===== src/rtl/bf16_pkg.sv =====
// Shared bfloat16 types and constants.
package bf16_pkg;

   typedef struct packed {
      logic       s;
      logic [7:0] e;
      logic [6:0] m;
   } bf16_t;

   localparam int         EXP_BIAS = 127;
   localparam logic [7:0] EXP_MAX  = 8'hFF;
   localparam bf16_t      QNAN     = {1'b0, 8'hFF, 7'h40};

   function automatic logic is_nan(bf16_t x);
      return (x.e == EXP_MAX) && (x.m != 7'd0);
   endfunction

   function automatic logic is_inf(bf16_t x);
      return (x.e == EXP_MAX) && (x.m == 7'd0);
   endfunction

endpackage


===== src/rtl/bf16_lzc.sv =====
// Combinational leading-zero counter; all-zero input returns W.
module bf16_lzc #(
   parameter int W = 11,
   localparam int CW = $clog2(W + 1)
) (
   input  logic [W-1:0]  d_i,
   output logic [CW-1:0] cnt_o
);

   always_comb begin
      cnt_o = CW'(W);
      for (int i = 0; i < W; i++) begin
         if (d_i[i]) cnt_o = CW'(W - 1 - i);
      end
   end

endmodule


===== src/rtl/bf16_add.sv =====
// bfloat16 adder, RNE, DAZ/FTZ, registered output.
// Define BF16_ADD_IN_REG_EN to also register the operands.
module bf16_add
   import bf16_pkg::*;
(
   input  logic       clk,
   input  logic       rst,
   input  logic       sa_i,
   input  logic [7:0] ea_i,
   input  logic [6:0] ma_i,
   input  logic       sb_i,
   input  logic [7:0] eb_i,
   input  logic [6:0] mb_i,
   output logic       s_o,
   output logic [7:0] e_o,
   output logic [6:0] m_o
);

   bf16_t a, b, big, sml, res_d, res_q;

`ifdef BF16_ADD_IN_REG_EN
   bf16_t a_q, b_q;

   always_ff @(posedge clk or posedge rst) begin
      if (rst) begin
         a_q <= '0;
         b_q <= '0;
      end else begin
         a_q <= {sa_i, ea_i, ma_i};
         b_q <= {sb_i, eb_i, mb_i};
      end
   end

   assign a = a_q;
   assign b = b_q;
`else
   assign a = {sa_i, ea_i, ma_i};
   assign b = {sb_i, eb_i, mb_i};
`endif

   logic              a_z, b_z, swap, eff_sub, rup;
   logic [7:0]        d;
   logic [10:0]       bx, sx, nrm;
   logic [21:0]       sh;
   logic [11:0]       sum;
   logic [3:0]        lz;
   logic [7:0]        rnd;
   logic signed [9:0] ex, ex_r;

   assign a_z     = (a.e == 8'h00);
   assign b_z     = (b.e == 8'h00);
   assign swap    = {b.e, b.m} > {a.e, a.m};
   assign big     = swap ? b : a;
   assign sml     = swap ? a : b;
   assign eff_sub = big.s ^ sml.s;
   assign d       = big.e - sml.e;
   assign bx      = {1'b1, big.m, 3'b000};
   assign sh      = {1'b1, sml.m, 3'b000, 11'd0} >> d;

   // Bits shifted past the round position fold into sticky
   always_comb begin
      if (d >= 8'd10) sx = 11'd1;
      else            sx = {sh[21:12], sh[11] | (|sh[10:0])};
   end

   assign sum = eff_sub ? ({1'b0, bx} - {1'b0, sx})
                        : ({1'b0, bx} + {1'b0, sx});

   bf16_lzc #(.W(11)) u_lzc (
      .d_i  (sum[10:0]),
      .cnt_o(lz)
   );

   always_comb begin
      if (sum[11]) begin
         nrm = {sum[11:2], sum[1] | sum[0]};
         ex  = $signed({2'b00, big.e}) + 10'sd1;
      end else begin
         nrm = sum[10:0] << lz;
         ex  = $signed({2'b00, big.e}) - $signed({6'd0, lz});
      end
      rup  = nrm[2] & (nrm[1] | nrm[0] | nrm[3]);
      rnd  = {1'b0, nrm[9:3]} + {7'd0, rup};
      ex_r = rnd[7] ? ex + 10'sd1 : ex;
   end

   always_comb begin
      res_d = '0;
      if (is_nan(a) || is_nan(b) || (is_inf(a) && is_inf(b) && eff_sub))
         res_d = QNAN;
      else if (is_inf(a))
         res_d = a;
      else if (is_inf(b))
         res_d = b;
      else if (a_z && b_z)
         res_d = {a.s & b.s, 8'h00, 7'h00};
      else if (a_z)
         res_d = b;
      else if (b_z)
         res_d = a;
      else if (sum == 12'd0)
         res_d = '0;
      else if (ex_r >= 10'sd255)
         res_d = {big.s, EXP_MAX, 7'h00};
      else if (ex_r <= 10'sd0)
         res_d = {big.s, 8'h00, 7'h00};
      else
         res_d = {big.s, ex_r[7:0], rnd[6:0]};
   end

   always_ff @(posedge clk or posedge rst) begin
      if (rst) res_q <= '0;
      else     res_q <= res_d;
   end

   assign s_o = res_q.s;
   assign e_o = res_q.e;
   assign m_o = res_q.m;

endmodule


===== config.mk =====
export PLATFORM = sky130hd
export DESIGN_NAME = bf16_add
export DESIGN_NICKNAME = d
export VERILOG_FILES = /design/src/rtl/bf16_pkg.sv /design/src/rtl/bf16_lzc.sv /design/src/rtl/bf16_add.sv
export SDC_FILE = /design/constraint.sdc
export NUM_CORES = 1
export LEC_CHECK = 0
export ABC_AREA = 1
export ABC_CLOCK_PERIOD_IN_PS = 850
export CAP_MARGIN = 20
export CORE_ASPECT_RATIO = 1.25
export CORE_MARGIN = 4
export CORE_UTILIZATION = 65
export DETAILED_ROUTE_END_ITERATION = 12
export PLACE_DENSITY = 0.88
export SLEW_MARGIN = 20
export SYNTH_ARGS = -nofsm -noshare
export SYNTH_HDL_FRONTEND = slang
export SYNTH_SLANG_ARGS = --single-unit

===== constraint.sdc =====
create_clock -name clk -period 0.85 [get_ports clk]
set_input_delay 0.2125 -clock clk [delete_from_list [all_inputs] [get_ports clk]]
set_output_delay 0.2125 -clock clk [all_outputs]
set_load 0.01 [all_outputs]

==> impl_metrics.tcl, run 1 <==
set metrics [dict create \
    synth_top_area_cell "nand2_1" \
    gp_congestion 1.10 \
    firstError "[ERROR DPL-0038] Utilization greater than 100%, impossible to legalize" \
    ys_types 53 \
    synth_edf_count 0 \
    io_pins 50 \
    initial_core_util_pct 67.0 \
    yosys.area.top_type_share_pct 21.5 \
    ys_top_cells_by_area "nand2_1, nand3_1, ha_1" \
    ys_seq_area_share_pct 7.58 \
    syn_inst 960 \
    synth_flop_cell "dfrtp_1" \
    syn_area_mm2 0.00528 \
    synth_fp_nets 1035 \
    syn_avg_cell_area_um2 5.50 \
    port_buffers 49 \
    synthArstFlopShare_pct 100 \
    outcome "aborted with a tool error" \
    haltStage "detailed placement" \
    yosys_warnings 0 \
    ys_ff_latch 16 \
    rows 36 \
    dieHeight_um 109 \
    die_x_um 88.6 \
]
[synthesized netlist by cell type, drive strengths merged, types with 2 or more instances]
| master | number |
|---|---|
| and2 | 2 |
| clkbuf | 13 |
| o21ai | 54 |
| o211ai | 4 |
| a21o | 3 |
| inv | 139 |
| nand4 | 36 |
| nor2 | 78 |
| a21oi | 53 |
| nand2 | 329 |
| fa | 2 |
| nor3 | 6 |
| xnor2 | 9 |
| clkinv | 2 |
| a31oi | 3 |
| a21boi | 2 |
| xor2 | 16 |
| o21bai | 2 |
| buf | 11 |
| ha | 39 |
| nand3 | 118 |
| a211oi | 2 |
| nor4 | 9 |
| o31ai | 2 |
| dfrtp | 16 |
| a221oi | 2 |
[through the flow]
| stage | std cells | setup WS (ns) | area, µm² |
|---|---|---|---|
| after global placement | 1364 | -7.04 | 8130 |
| after floorplan | 960 | -6.14 | 5490 |
[cell families after synthesis]
| logic type | Yosys count | synth area share [%] |
|---|---|---|
| and+or+nand+nor | 580 | 50.7 |
| buffers and inverters | 165 | 12.5 |
| AOI/OAI and AO/OA | 132 | 14.8 |
| adders and majority gates | 41 | 9.99 |
| xor gates and xnor gates | 25 | 4.29 |
| DFF | 16 | 7.58 |
| muxes | 1 | 0.189 |
==> run 2: changes to the inputs <==
--- a/config.mk
+++ b/config.mk
@@ -8,11 +8,10 @@
 export ABC_AREA = 1
 export ABC_CLOCK_PERIOD_IN_PS = 850
 export CAP_MARGIN = 20
-export CORE_ASPECT_RATIO = 1.25
 export CORE_MARGIN = 4
-export CORE_UTILIZATION = 65
+export CORE_UTILIZATION = 40
 export DETAILED_ROUTE_END_ITERATION = 12
-export PLACE_DENSITY = 0.88
+export PLACE_DENSITY_LB_ADDON = 0.15
 export SLEW_MARGIN = 20
 export SYNTH_ARGS = -nofsm -noshare
 export SYNTH_HDL_FRONTEND = slang
==> run 2 against run 1 <==
Effect of this change: the flow now finishes, with violations (negative setup slack); area after synthesis unchanged; synthesized cell count unchanged.
==> impl_metrics.tcl, run 2 <==
set metrics [dict create \
    outcome "complete, but fails checks" \
    violations "negative setup slack" \
    largest_reg_flops 8 \
    grt_usage_pct 29.1 \
    syn_to_final_growth_pct 77.9 \
    setup_violations 32 \
    syn_avg_cell_area_um2 5.50 \
    final_cell_mix "buf_4, nand2_1, inv_1" \
    tightest_slew_ns 0.763 \
    viasPerCell 5.30 \
    grt_overflow 0 \
    firstDrtPassIters 10 \
    fin_util_pct 73.6 \
    ctsRootBufferMaster "clkbuf_16" \
    rows 41 \
    synth_flop_cell "dfrtp_1" \
    cts_buffers 3 \
    finalPower_mw 15.8 \
    place_ws_ns -7.33 \
    gp_congestion 0.925 \
    swShare_pct 48.2 \
    die_area_mm2 0.0151 \
    ant_nets 0 \
    clk_pin_slew_ns 0.06 \
    vias 8026 \
    holdCritPathClass "input pin to asynchronous set/reset pin" \
    worstPathArrival_ns 7.54 \
    synth_top_area_cell "nand2_1" \
    final.setup.worst_slack_ns -6.51 \
    max_freq_mhz 136 \
    ys_types 53 \
    required_ns 1.02 \
    endpoint_kind "flip-flop" \
    p_int_mw 8.17 \
    crit_slowest_cell "a2111oi_2" \
    grt_pass1_wl_um 35600 \
    holdWs_ns 0.281 \
    dp_cells 1456 \
    setup.worst_path.start "ma_i[0]" \
    crit_top_cell "nand2_1" \
    dp_hpwl_um 16700 \
    tritoncts "built" \
    nNetsFinal 1419 \
    synthArstFlopShare_pct 100 \
    clock-sinks 16 \
    grt_pass1_vias 7539 \
    drt_iter0_drc 762 \
    yosysMostFrequentCell "nand2_1" \
    port_buffers 49 \
    power_density_mw_per_mm2 1680 \
    hold_viol 0 \
    dieHeight_um 123 \
    dpl_cell_area_mm2 0.00833 \
    syn_inst 960 \
    cp_max_fo 7 \
    cellLeakagePower_nw 5.02 \
    design_area_mm2 0.00940 \
    post-route-min-period_ns 7.36 \
    drive_above_1_share_pct 47.0 \
    vdd_drop_max_mv 0.947 \
    rsz0062_at_grt "yes" \
    cts_hold_buf 0 \
    maxCapViolCount 0 \
    wl_per_cell_um 15.4 \
    power.share.clock_pct 6.5 \
    synth_fp_nets 1035 \
    wl_um 23300 \
    fin_crit_sh_pct 866 \
    die_x_um 123 \
    critPathLaunchType "input pin" \
    synth_common_cells "nand2_1, inv_1, nand3_1" \
    synth_edf_count 0 \
    cts_buffer_depth 2 \
    relSlewSlack_pct 48.6 \
    initial_core_util_pct 41.4 \
    coreArea_mm2 0.0128 \
    htree_levels 1 \
    yosys.area.top_type_share_pct 21.5 \
    setup_tns_ns -103.17 \
    antenna_found_initial 0 \
    final-max-slew-violation-count 0 \
    syn_area_mm2 0.00528 \
    grt_max_degree 27 \
    ys_seq_area_share_pct 7.58 \
    io_pins 50 \
    mostFrequentLayoutCell "buf_4" \
    pwr-share-seq_pct 8.1 \
    ys_top_cells_by_area "nand2_1, nand3_1, ha_1" \
    yosys_warnings 0 \
    p_comb_share_pct 85.3 \
    path_class "input pin to flip-flop" \
    ys_ff_latch 16 \
    switchingPower_mw 7.59 \
    antenna_cells 0 \
    cpPeakStageDelay_ns 0.37 \
    drc_errors 0 \
    fin_cells 1515 \
]
run 2: cell counts after synthesis:
No cell type changed its count.
run 2: metal layers:
metal / up-vias / part of all wire [%] / track usage (%) / wire, µm
met4: 0 / 4.5 / 8.61 / 1050
met5: - / 0 / 0 / 0
met2: 359 / 49 / 53.0 / 11300
met3: 90 / 6.6 / 2.61 / 1530
met1: 3668 / 40 / 36.3 / 9390
li1: 3909 / - / - / -
run 2: timing repair:
action	4_1_cts	5_1_grt
endpoints found under the setup margin	32	32
pin swaps	84	68
resized for setup	303	67
buffers inserted	44	12
run 2: worst paths after layout:
path                       endpoint  slack, ns  depth (start not counted)
min                          m_o[4]       0.28                          3
max in group asynchronous       s_o       0.43                          3
max                          m_o[4]      -6.51                         59
min in group clk             e_o[5]       0.42                          4
run 2: logic make-up after synthesis:
family,Yosys count,synth area share [%]
AO/OA/AOI/OAI,132,14.8
XOR/XNOR,25,4.29
adder cells (fa/ha/maj),41,9.99
buffers and inverters,165,12.5
flip-flops,16,7.58
multiplexers,1,0.189
AND/OR/NAND/NOR,580,50.7
run 2: power by group through the flow:
| stage | Clock (mW) | Sequential, mW | Combinational, mW |
|---|---|---|---|
| after global placement | 0 | 1.26 | 11.9 |
| after detailed placement | 0 | 1.28 | 12.0 |
| after global routing | 1.08 | 1.29 | 14.7 |
| after floorplan | 0 | 1.38 | 6.13 |
| final | 1.03 | 1.28 | 13.5 |
| after CTS | 1.04 | 1.27 | 12.6 |
run 2: layout make-up:
class                   count  area, µm²
clock buffers               4       88.8
fillers                   978       3370
inverters                 141        538
multi-input cells         779       5100
flip-flops and latches     16        400
well taps                 172        215
repair buffers            403       3060
run 2: worst max-delay path: cells and delay by family:
kind | cells | cell delay [ns]
simple gates | 37 | 3.79
xor+xnor | 3 | 0.53
buf+inv | 9 | 0.98
fa+ha+maj | 4 | 0.87
compound gates | 6 | 1.11
Note: power is estimated with default switching activity, not from simulation.
